[src/rtl/issue_scoreboard.sv]
// Issue-stage hazard scoreboard for a dual-issue pipeline: gates slot issue on load/mul bubbles
// and a single outstanding divide. Optional perf counters are enabled by SCOREBOARD_PERF_EN.
module issue_scoreboard #(
  parameter int unsigned NREG      = 32,
  parameter int unsigned LD_BUBBLE = 1
) (
  input  logic        clk_i,
  input  logic        rstn_i,
  input  logic        flush_i,
  input  logic        pipe_stall_i,
  input  logic        in_valid0_i,
  input  logic        in_valid1_i,
  input  logic [4:0]  eu0_rj_i,
  input  logic [4:0]  eu0_rk_i,
  input  logic [4:0]  eu0_rd_i,
  input  logic [4:0]  eu1_rj_i,
  input  logic [4:0]  eu1_rk_i,
  input  logic [4:0]  eu1_rd_i,
  input  logic        eu0_we_i,
  input  logic        eu1_we_i,
  input  logic [1:0]  eu0_cls_i,
  input  logic [1:0]  eu1_cls_i,
  input  logic        div_done_i,
  output logic        issue_fire0_o,
  output logic        issue_fire1_o,
  output logic        div_busy_o,
  output logic        div_cancel_o
`ifdef SCOREBOARD_PERF_EN
  ,
  output logic [31:0] perf_stall_cnt_o,
  output logic [31:0] perf_split_cnt_o
`endif
);

  localparam int unsigned CntW = (LD_BUBBLE < 2) ? 1 : $clog2(LD_BUBBLE + 1);
  localparam logic [CntW-1:0] LdSet = CntW'(LD_BUBBLE);
  localparam logic [1:0] ClsLdMul = 2'd1;
  localparam logic [1:0] ClsDiv   = 2'd2;

  typedef enum logic {StIdle, StBusy} div_st_e;

  div_st_e         div_st_q, div_st_d;
  logic [4:0]      div_rd_q, div_rd_d;
  logic [CntW-1:0] cnt_q [NREG];
  logic [CntW-1:0] cnt_d [NREG];

  logic            busy;
  logic [NREG-1:0] pend_vec;
  logic            hz0, hz1, raw01, struct01, waw01;
  logic            fire0, fire1;
  logic            heavy0, heavy1;
  logic            wr0, wr1;

  assign busy = (div_st_q == StBusy);

  assign pend_vec[0] = 1'b0;
  for (genvar g = 1; g < NREG; g++) begin : g_pend
    assign pend_vec[g] = (cnt_q[g] != '0) || (busy && (div_rd_q == 5'(g)));
  end

  assign hz0 = pend_vec[eu0_rj_i] || pend_vec[eu0_rk_i] ||
               (eu0_we_i && (eu0_rd_i != 5'd0) && busy && (eu0_rd_i == div_rd_q)) ||
               ((eu0_cls_i == ClsDiv) && busy);
  assign hz1 = pend_vec[eu1_rj_i] || pend_vec[eu1_rk_i] ||
               (eu1_we_i && (eu1_rd_i != 5'd0) && busy && (eu1_rd_i == div_rd_q)) ||
               ((eu1_cls_i == ClsDiv) && busy);

  assign heavy0   = (eu0_cls_i == ClsLdMul) || (eu0_cls_i == ClsDiv);
  assign heavy1   = (eu1_cls_i == ClsLdMul) || (eu1_cls_i == ClsDiv);
  assign raw01    = eu0_we_i && (eu0_rd_i != 5'd0) &&
                    ((eu1_rj_i == eu0_rd_i) || (eu1_rk_i == eu0_rd_i));
  assign struct01 = heavy0 && heavy1;
  // Pair WAW only matters when slot 0 is the late (exe2) producer.
  assign waw01    = (eu0_cls_i == ClsLdMul) && eu0_we_i && eu1_we_i &&
                    (eu0_rd_i == eu1_rd_i) && (eu0_rd_i != 5'd0);

  assign fire0 = in_valid0_i && !hz0 && !pipe_stall_i && !flush_i;
  assign fire1 = fire0 && in_valid1_i && !hz1 && !raw01 && !struct01 && !waw01;

  assign issue_fire0_o = fire0;
  assign issue_fire1_o = fire1;
  assign div_busy_o    = busy;
  assign div_cancel_o  = flush_i && busy;

  assign wr0 = fire0 && eu0_we_i && (eu0_rd_i != 5'd0) && (eu0_cls_i != ClsDiv);
  assign wr1 = fire1 && eu1_we_i && (eu1_rd_i != 5'd0) && (eu1_cls_i != ClsDiv);

  // Slot 1 writes last so it wins on a shared rd.
  always_comb begin
    cnt_d = cnt_q;
    if (flush_i) begin
      for (int i = 0; i < int'(NREG); i++) cnt_d[i] = '0;
    end else if (!pipe_stall_i) begin
      for (int i = 1; i < int'(NREG); i++) begin
        if (cnt_q[i] != '0) cnt_d[i] = cnt_q[i] - CntW'(1);
      end
      if (wr0) cnt_d[eu0_rd_i] = (eu0_cls_i == ClsLdMul) ? LdSet : '0;
      if (wr1) cnt_d[eu1_rd_i] = (eu1_cls_i == ClsLdMul) ? LdSet : '0;
    end
  end

  always_comb begin
    div_st_d = div_st_q;
    div_rd_d = div_rd_q;
    if (flush_i) begin
      div_st_d = StIdle;
    end else if (busy) begin
      if (div_done_i) div_st_d = StIdle;
    end else if (fire0 && (eu0_cls_i == ClsDiv)) begin
      div_st_d = StBusy;
      div_rd_d = eu0_we_i ? eu0_rd_i : 5'd0;
    end else if (fire1 && (eu1_cls_i == ClsDiv)) begin
      div_st_d = StBusy;
      div_rd_d = eu1_we_i ? eu1_rd_i : 5'd0;
    end
  end

  always_ff @(posedge clk_i or negedge rstn_i) begin
    if (!rstn_i) begin
      for (int i = 0; i < int'(NREG); i++) cnt_q[i] <= '0;
      div_st_q <= StIdle;
      div_rd_q <= 5'd0;
    end else begin
      cnt_q    <= cnt_d;
      div_st_q <= div_st_d;
      div_rd_q <= div_rd_d;
    end
  end

`ifdef SCOREBOARD_PERF_EN
  logic [31:0] stall_cnt_q, split_cnt_q;
  logic        stall_inc, split_inc;

  assign stall_inc = in_valid0_i && !fire0 && !pipe_stall_i && !flush_i;
  assign split_inc = fire0 && in_valid1_i && !fire1;

  always_ff @(posedge clk_i or negedge rstn_i) begin
    if (!rstn_i) begin
      stall_cnt_q <= '0;
      split_cnt_q <= '0;
    end else begin
      if (stall_inc && (stall_cnt_q != '1)) stall_cnt_q <= stall_cnt_q + 32'd1;
      if (split_inc && (split_cnt_q != '1)) split_cnt_q <= split_cnt_q + 32'd1;
    end
  end

  assign perf_stall_cnt_o = stall_cnt_q;
  assign perf_split_cnt_o = split_cnt_q;
`endif

endmodule

[config.mk]
export PLATFORM = sky130hd
export DESIGN_NAME = issue_scoreboard
export DESIGN_NICKNAME = d
export VERILOG_FILES = /design/src/rtl/issue_scoreboard.sv
export SDC_FILE = /design/constraint.sdc
export NUM_CORES = 1
export LEC_CHECK = 0
export ABC_AREA = 1
export CAP_MARGIN = 30
export CORE_MARGIN = 1
export CORE_UTILIZATION = 51
export DETAILED_ROUTE_END_ITERATION = 12
export PLACE_DENSITY = 0.72
export SETUP_SLACK_MARGIN = 0.05
export SLEW_MARGIN = 0
export SYNTH_ARGS = -nofsm -noshare
export SYNTH_HDL_FRONTEND = slang
export SYNTH_SLANG_ARGS = --single-unit
[constraint.sdc]
create_clock -name clk_i -period 7.9 [get_ports clk_i]
set_input_delay 2.37 -clock clk_i [delete_from_list [all_inputs] [get_ports clk_i]]
set_output_delay 2.37 -clock clk_i [all_outputs]
set_load 0.005 [all_outputs]
==> run_results.csv, run 1 <==
group,metric,value,unit
sta,hold_violations,0,
finish,area.growth.synth_to_final,11.33,%
sta,fin_setup_tns,0,ns
worst_hold_path,hold_depth,2,
logic_synthesis,synth_nets,962,
global_routing,grt_antenna_before_repair,0,
detailed_routing,vias,6497,
detailed_routing,dr.pass1.iters,5,
finish,drive_gt1_frac,0.06760,
power_and_ir_drop,p_int,353.3,uW
logic_synthesis,netlist_area,0.005045,mm2
floorplanning,die_h,101.5,um
placement,hpwlAfterDp,14850,um
setup_path,path_cells,"clkdlybuf4s50_1 -> nor3_1 -> nand2_1 -> nand2_1 -> inv_1 -> a21oi_1 -> nand3_2 -> nor2_4 -> clkdlybuf4s50_1",
clocking,clock-sinks,37,
logic_synthesis,synth_top_area_cell,"nand2_1",
floorplanning,die_x,101.5,um
setup_path,reg2reg_to,"div_rd_q[2]$_DFFE_PN0P_",
detailed_routing,drt_wl_total,19930,um
clocking,cts.root.buffer_cell,"clkbuf_8",
clocking,cts_tree,"built",
power_and_ir_drop,power_switching,224.5,uW
detailed_routing,drc,0,
sta,clock_skew,0.01923,ns
power_and_ir_drop,ir_drop,0.1083,mV
run_status,status,"finished, final reports clean",
floorplanning,start_util,0.5358,
worst_hold_path,holdCritStartpoint,"cnt_q[3]$_DFFE_PN0P_",
logic_synthesis,seq_area_frac_synth,0.1835,
setup_path,cp.required,5.53,ns
finish,n_antenna_cell,0,
detailed_routing,vias_per_cell,6.123,
power_and_ir_drop,leakage,0.002758,uW
sta,slew_viol_final,0,
clocking,numCtsBuffers,5,
logic_synthesis,synth.distinct_cells,37,
setup_path,rr_worst_depth,18,
clocking,clock_latency,0.31,ns
floorplanning,dieArea,0.01029,mm2
setup_path,critPathKind,"in2out",
finish,final_cells,1061,
sta,worst_pin_slew,0.9774,ns
finish,nFillCells,979,
placement,gp_congestion,1.029,
sta,final.period_utilization,0.9826,
power_and_ir_drop,clockPowerShare,0.300,
global_routing,grt_start_max_net_pins,47,
floorplanning,core_area,0.009415,mm2
logic_synthesis,ys_top_cells_by_area,"nand2_1 24%, dfrtp_1 18%, nand3_1 15%",
sta,finalSetupViolCount,0,
logic_synthesis,synth_top_area_frac,0.2396,
floorplanning,rows,35,
power_and_ir_drop,p_sw_frac,0.3886,
job,max-cap-violations,0,
worst_hold_path,hp-class,"reg2reg",
detailed_routing,wire_per_inst,18.79,um
power_and_ir_drop,powerDensity,102.9,mW/mm2
logic_synthesis,synth.avg_cell_area,5.513,um2
placement,portBuffers,46,
sta,rsz0062_at_grt,"no",
global_routing,grt-ovfl-total,0,
logic_synthesis,synth-seq-cells,37,
clocking,htree_levels,2,
logic_synthesis,yosysWarnings,0,
floorplanning,io_pins,47,
worst_hold_path,hold_end,"cnt_q[3]$_DFFE_PN0P_",
setup_path,critPathLaunchType,"input port",
clocking,clk_pin_slew,0.08,ns
detailed_routing,drtAntennaViolNets,0,
power_and_ir_drop,p_comb_frac,0.342,
setup_path,reg2reg_from,"div_busy_o$_DFF_PN0_",
setup_path,slowest_delay,0.68,ns
power_and_ir_drop,p_seq_frac,0.358,
sta,maxSlewHeadroom,0.3477,
detailed_routing,drt-initial-drc-count,670,
placement,dpl.cell_count,1052,
setup_path,cpMaxStageDelayCell,"clkdlybuf4s50_1",
sta,max_freq,128.8,MHz
setup_path,regToRegSetupSlack,4.82,ns
global_routing,grt_pass1_wl,30960,um
global_routing,track_usage,0.3979,
setup_path,arrival,5.39,ns
finish,nets,978,
clocking,post_cts_buffers,0,
clocking,cts_buffer_depth,2,
setup_path,end_kind,"primary output",
finish,final_common_cell,"nand2_1",
global_routing,grt_pass1_vias,5744,
logic_synthesis,syn_inst,915,
power_and_ir_drop,power,577.8,uW
sta,fin_crit,7.763,ns
setup_path,critPathMaxFanout,17,
finish,mostFrequentLayoutCells,"322 x nand2_1, 155 x nand3_1, 100 x nor2_1",
[through the flow]
step / worst slack, ns / utilization / hold slack (ns) / cell area, um2
after global placement: 0.2980 / 0.5815 / 0.4639 / 5475
after detailed placement: 0.1851 / 0.5837 / 0.4671 / 5495
after floorplan: 1.737 / - / 0.4431 / 5045
after global routing: 0.08069 / 0.5965 / 0.5051 / 5617
after CTS: 0.1624 / 0.5959 / 0.4885 / 5610
final: 0.1373 / 0.5965 / 0.4840 / 5617
[registers in the layout (all words and copies together), names as in the netlist]
register / cells
cnt_q: 31
div_rd_q: 5
div_busy_o: 1
[worst max-delay path by stage]
stage,cells past startpoint,start,endpoint,slack [ns]
after global placement,9,eu0_rd_i[3],issue_fire0_o,0.30
after global routing,9,eu0_rd_i[3],issue_fire0_o,0.08
final,9,eu0_rd_i[3],issue_fire0_o,0.14
after detailed placement,9,eu0_rd_i[3],issue_fire0_o,0.19
after floorplan,10,eu0_rd_i[4],issue_fire1_o,1.74
after CTS,9,eu0_rd_i[3],issue_fire0_o,0.16
[layout make-up]
class | instances | area [um2] | share of cell area
clock buffer | 5 | 68.82 | 0.01225
multi-input combinational | 752 | 3563 | 0.6344
inverter | 76 | 285.3 | 0.05079
clock inverter | 3 | 46.29 | 0.008242
sequential | 37 | 925.9 | 0.1648
timing repair buffer | 59 | 565.5 | 0.1007
tap | 129 | 161.4 | 0.02874
[layer usage]
metal	track usage	routed length, um	up-vias
met3	0.03796	2139	94
met1	0.5392	7921	2931
met4	0.2007	1306	0
li1	-	-	3039
met2	0.6332	8565	433
met5	0	0	-
[power by group through the flow]
stage	Clock [uW]	Combinational [uW]	Sequential [uW]
finish	174	197	207
global route	179	215	208
CTS	175	191	206
detailed placement	0	190	210
global placement	0	186	210
floorplan	0	135	200
[critical path, delay by kind of cell]
family          cells  cell delay, ns
buf+inv             3            1.37
simple gates        5            1.30
compound gates      1            0.35
[Yosys cell counts, drive strengths merged]
cell / instances
xnor2: 4
o21bai: 1
a21oi: 40
nand4: 69
xor2: 6
nand3b: 4
inv: 76
nand3: 163
ha: 4
o21ai: 4
o211ai: 1
o211a: 1
nor3: 5
a21boi: 5
o22ai: 1
buf: 29
o311ai: 1
clkbuf: 22
nor2: 109
nand2: 331
dfrtp: 37
or2: 2
[logic make-up (layout without fill, tap and decap cells)]
| logic type | after synthesis | after routing | share of synthesized area |
|---|---|---|---|
| DFF | 37 | 37 | 0.1835 |
| xor gates and xnor gates | 10 | 10 | 0.01736 |
| AOI/OAI and AO/OA | 54 | 54 | 0.06275 |
| adders and majority gates | 4 | 4 | 0.009921 |
| buffers and inverters | 127 | 143 | 0.1133 |
| and+or+nand+nor | 683 | 684 | 0.6131 |
[what timing repair did]
| action | 4_1_cts | 5_1_grt |
|---|---|---|
| setup endpoints to repair | 0 | 1 |
| hold buffers | 0 | 0 |
| gates resized for setup | 0 | 0 |
(Power assumes the default switching activity.)
==> run 2, diff against run 1 <==
--- a/config.mk
+++ b/config.mk
@@ -5,14 +5,13 @@
 export SDC_FILE = /design/constraint.sdc
 export NUM_CORES = 1
 export LEC_CHECK = 0
-export ABC_AREA = 1
 export CAP_MARGIN = 30
 export CORE_MARGIN = 1
 export CORE_UTILIZATION = 51
 export DETAILED_ROUTE_END_ITERATION = 12
-export PLACE_DENSITY = 0.72
+export PLACE_DENSITY = 0.73
 export SETUP_SLACK_MARGIN = 0.05
-export SLEW_MARGIN = 0
+export SLEW_MARGIN = 20
 export SYNTH_ARGS = -nofsm -noshare
 export SYNTH_HDL_FRONTEND = slang
 export SYNTH_SLANG_ARGS = --single-unit
==> run 2 against run 1 <==
- hold slack improved by 0.043 ns
- sequential share of layout area increased by 2.2 points
- first-iteration DRC count decreased by 12%
- clock skew decreased by 0.015 ns
- core utilization increased by 3.6 points
- critical path depth increased by 1
- die area decreased by 16%
- via count decreased by 23%
- clock power increased by 16%
- power increased by 0.31%
- setup slack got worse by 0.018 ns
- synthesized area decreased by 17%
- critical path type unchanged
- critical endpoint is now issue_fire1_o
- largest power group unchanged
==> run_results.csv, run 2 <==
group,metric,value,unit
run_status,status,"finished, final reports clean",
power_and_ir_drop,power_switching,186.9,uW
sta,clock_skew,0.004066,ns
floorplanning,die_x,92.83,um
logic_synthesis,synth_top_family_by_area,"compound AO/OA/AOI/OAI gates",
sta,finalSetupViolCount,0,
setup_path,reg2reg_from,"div_rd_q[1]$_DFFE_PN0P_",
logic_synthesis,synth_top_area_cell,"dfrtp_1",
global_routing,grt_antenna_before_repair,0,
detailed_routing,drtAntennaViolNets,0,
global_routing,grt_pass1_wl,25590,um
clocking,post_cts_buffers,0,
logic_synthesis,synth_fa_ha_area_frac,0.01189,
logic_synthesis,yosysWarnings,0,
power_and_ir_drop,p_seq_frac,0.362,
setup_path,cp.depth,10,
power_and_ir_drop,power,579.6,uW
detailed_routing,vias_per_cell,7.153,
finish,n_antenna_cell,0,
logic_synthesis,netlist_area,0.004208,mm2
sta,max_freq,128.5,MHz
logic_synthesis,synth_compound_area_frac,0.3179,
setup_path,path_delay_family,"buffers and inverters",
logic_synthesis,synth_top_area_frac,0.2200,
logic_synthesis,synth.area.mux_share,0.03509,
floorplanning,core_area,0.007848,mm2
detailed_routing,drt_wl_total,16370,um
finish,area.growth.synth_to_final,17.93,%
global_routing,grt_start_max_net_pins,38,
logic_synthesis,post-synth-top-count-cell,"nand2_1",
power_and_ir_drop,leakage,0.001890,uW
logic_synthesis,synth-edff-count,0,
placement,gp_congestion,1.047,
setup_path,regToRegSetupSlack,3.75,ns
setup_path,rr_worst_depth,10,
detailed_routing,dr.pass1.iters,6,
clocking,htree_levels,2,
floorplanning,io_pins,47,
clocking,cts_tree,"built",
finish,multiInputGateArea,0.002982,mm2
finish,nets,642,
sta,worst_pin_slew,0.8555,ns
global_routing,grt_pass1_vias,4703,
global_routing,track_usage,0.3860,
logic_synthesis,synthXorXnorAreaFrac,0.05828,
floorplanning,die_h,92.83,um
job,max-cap-violations,0,
finish,drive_gt1_frac,0.1057,
worst_hold_path,hp-class,"reg2reg",
logic_synthesis,ys.flop_type,"dfrtp_1",
setup_path,critPathMaxFanout,11,
placement,portBuffers,46,
floorplanning,start_util,0.5362,
finish,nFillCells,737,
power_and_ir_drop,p_int,392.7,uW
logic_synthesis,syn_inst,564,
setup_path,crit_buf_inv,3,
sta,hold_ws,0.5267,ns
clocking,numCtsBuffers,5,
clocking,cts.root.buffer_cell,"clkbuf_8",
setup_path,cp-startpoint,"eu1_rj_i[1]",
floorplanning,dieArea,0.008617,mm2
sta,final.period_utilization,0.9849,
logic_synthesis,synth_nets,611,
sta,hold_violations,0,
detailed_routing,drt-initial-drc-count,589,
logic_synthesis,synthTopCellsByCount,"55 x nand2_1, 41 x a21oi_1, 40 x clkbuf_1",
power_and_ir_drop,ir_drop,0.1081,mV
setup_path,path_cells,"clkdlybuf4s50_1 -> buf_4 -> xnor2_1 -> a31o_2 -> a221o_1 -> nor4_1 -> a211oi_1 -> nor4_4 -> nor3b_4 -> clkdlybuf4s50_1",
setup_path,critPathKind,"in2out",
logic_synthesis,synth-seq-cells,37,
sta,slew_viol_final,0,
detailed_routing,wire_per_inst,23.45,um
sta,fin_crit,7.781,ns
power_and_ir_drop,powerDensity,116.8,mW/mm2
sta,fin_setup_tns,0,ns
setup_path,cp.required,5.53,ns
setup_path,cpMaxStageDelayCell,"clkdlybuf4s50_1",
clocking,ctsResizeCount,0,
clocking,clock_latency,0.29,ns
logic_synthesis,seq_area_frac_synth,0.2200,
setup_path,critPathMostFrequentCell,"clkdlybuf4s50_1",
global_routing,grt-ovfl-total,0,
power_and_ir_drop,clockPowerShare,0.347,
finish,largest_reg_flops,31,
power_and_ir_drop,p_comb_frac,0.291,
clocking,clock-sinks,37,
finish,mostFrequentLayoutCells,"55 x nand2_1, 45 x clkdlybuf4s50_1, 41 x a21oi_1",
logic_synthesis,synthArstFlopShare,1.000,
power_and_ir_drop,p_sw_frac,0.3224,
floorplanning,rows,32,
clocking,clk_pin_slew,0.08,ns
logic_synthesis,ys_top_cells_by_area,"dfrtp_1 22%, nand2_1 4.9%, a21oi_1 4.9%",
setup_path,end_kind,"primary output",
placement,hpwlAfterDp,12150,um
detailed_routing,drc,0,
logic_synthesis,synth.distinct_cells,69,
setup_path,arrival,5.41,ns
clocking,hold_buffers,0,
sta,rsz0062_at_grt,"no",
setup_path,crit_end,"issue_fire1_o",
clocking,cts_buffer_depth,2,
finish,top_register,"cnt_q",
setup_path,slowest_delay,0.54,ns
finish,final_common_cell,"nand2_1",
detailed_routing,vias,4993,
logic_synthesis,synthSimpleGateAreaFrac,0.2807,
logic_synthesis,synth.avg_cell_area,7.461,um2
setup_path,reg2reg_to,"cnt_q[23]$_DFFE_PN0P_",
setup_path,critPathLaunchType,"input port",
finish,ff_latch_area,925.9,um2
sta,maxSlewHeadroom,0.4297,
-- run 2: tightest hold or removal path: stages, from the launching register on --
cell and delay (ns):
dfrtp_1 0.36, nand2_1 0.06, o221ai_1 0.07
-- run 2: cell families after synthesis --
logic type,count (synthesis)
adders and majority gates,4
muxes,13
and+or+nand+nor,217
buffers and inverters,75
AOI/OAI and AO/OA,190
DFF,37
xor gates and xnor gates,28
-- run 2: worst min path at each step --
stage / depth (start not counted) / slack (ns) / to / start
2_1_floorplan: 2 / 0.46 / cnt_q[29]$_DFFE_PN0P_ / cnt_q[29]$_DFFE_PN0P_
3_3_place_gp: 2 / 0.49 / cnt_q[29]$_DFFE_PN0P_ / cnt_q[29]$_DFFE_PN0P_
3_5_place_dp: 2 / 0.50 / cnt_q[29]$_DFFE_PN0P_ / cnt_q[29]$_DFFE_PN0P_
4_1_cts: 2 / 0.52 / cnt_q[29]$_DFFE_PN0P_ / cnt_q[29]$_DFFE_PN0P_
5_1_grt: 2 / 0.57 / cnt_q[29]$_DFFE_PN0P_ / cnt_q[29]$_DFFE_PN0P_
6_report: 2 / 0.53 / cnt_q[29]$_DFFE_PN0P_ / cnt_q[29]$_DFFE_PN0P_
-- run 2: layer usage --
metal | vias to the layer above | track usage | wire length [um]
li1 | 2211 | - | -
met1 | 2387 | 0.5033 | 6291
met2 | 328 | 0.6238 | 7574
met3 | 67 | 0.06322 | 1722
met4 | 0 | 0.1756 | 780
met5 | - | 0 | 0
-- run 2: per-stage QoR --
stage          setup WS (ns)  instance area [um2]  cells    util
4_1_cts               0.1199                 4936    697  0.6290
5_1_grt              0.07620                 4962    698  0.6323
6_report              0.1189                 4962    698  0.6323
3_5_place_dp          0.1229                 4798    689  0.6114
2_1_floorplan          1.021                 4208    564       -
3_3_place_gp          0.1799                 4796    689  0.6111
-- run 2: layout make-up --
type	count	share of cell area
multi-input combinational	452	0.6009
sequential	37	0.1866
timing repair buffer	81	0.1455
tap	102	0.02572
clock buffer	5	0.01387
clock inverter	3	0.01387
inverter	18	0.01362
-- run 2: power by group through the flow --
stage	logic [uW]	registers, uW	clock network (uW)
6_report	169	210	201
3_5_place_dp	162	213	0
5_1_grt	180	211	209
4_1_cts	162	210	202
2_1_floorplan	114	199	0
3_3_place_gp	160	213	0
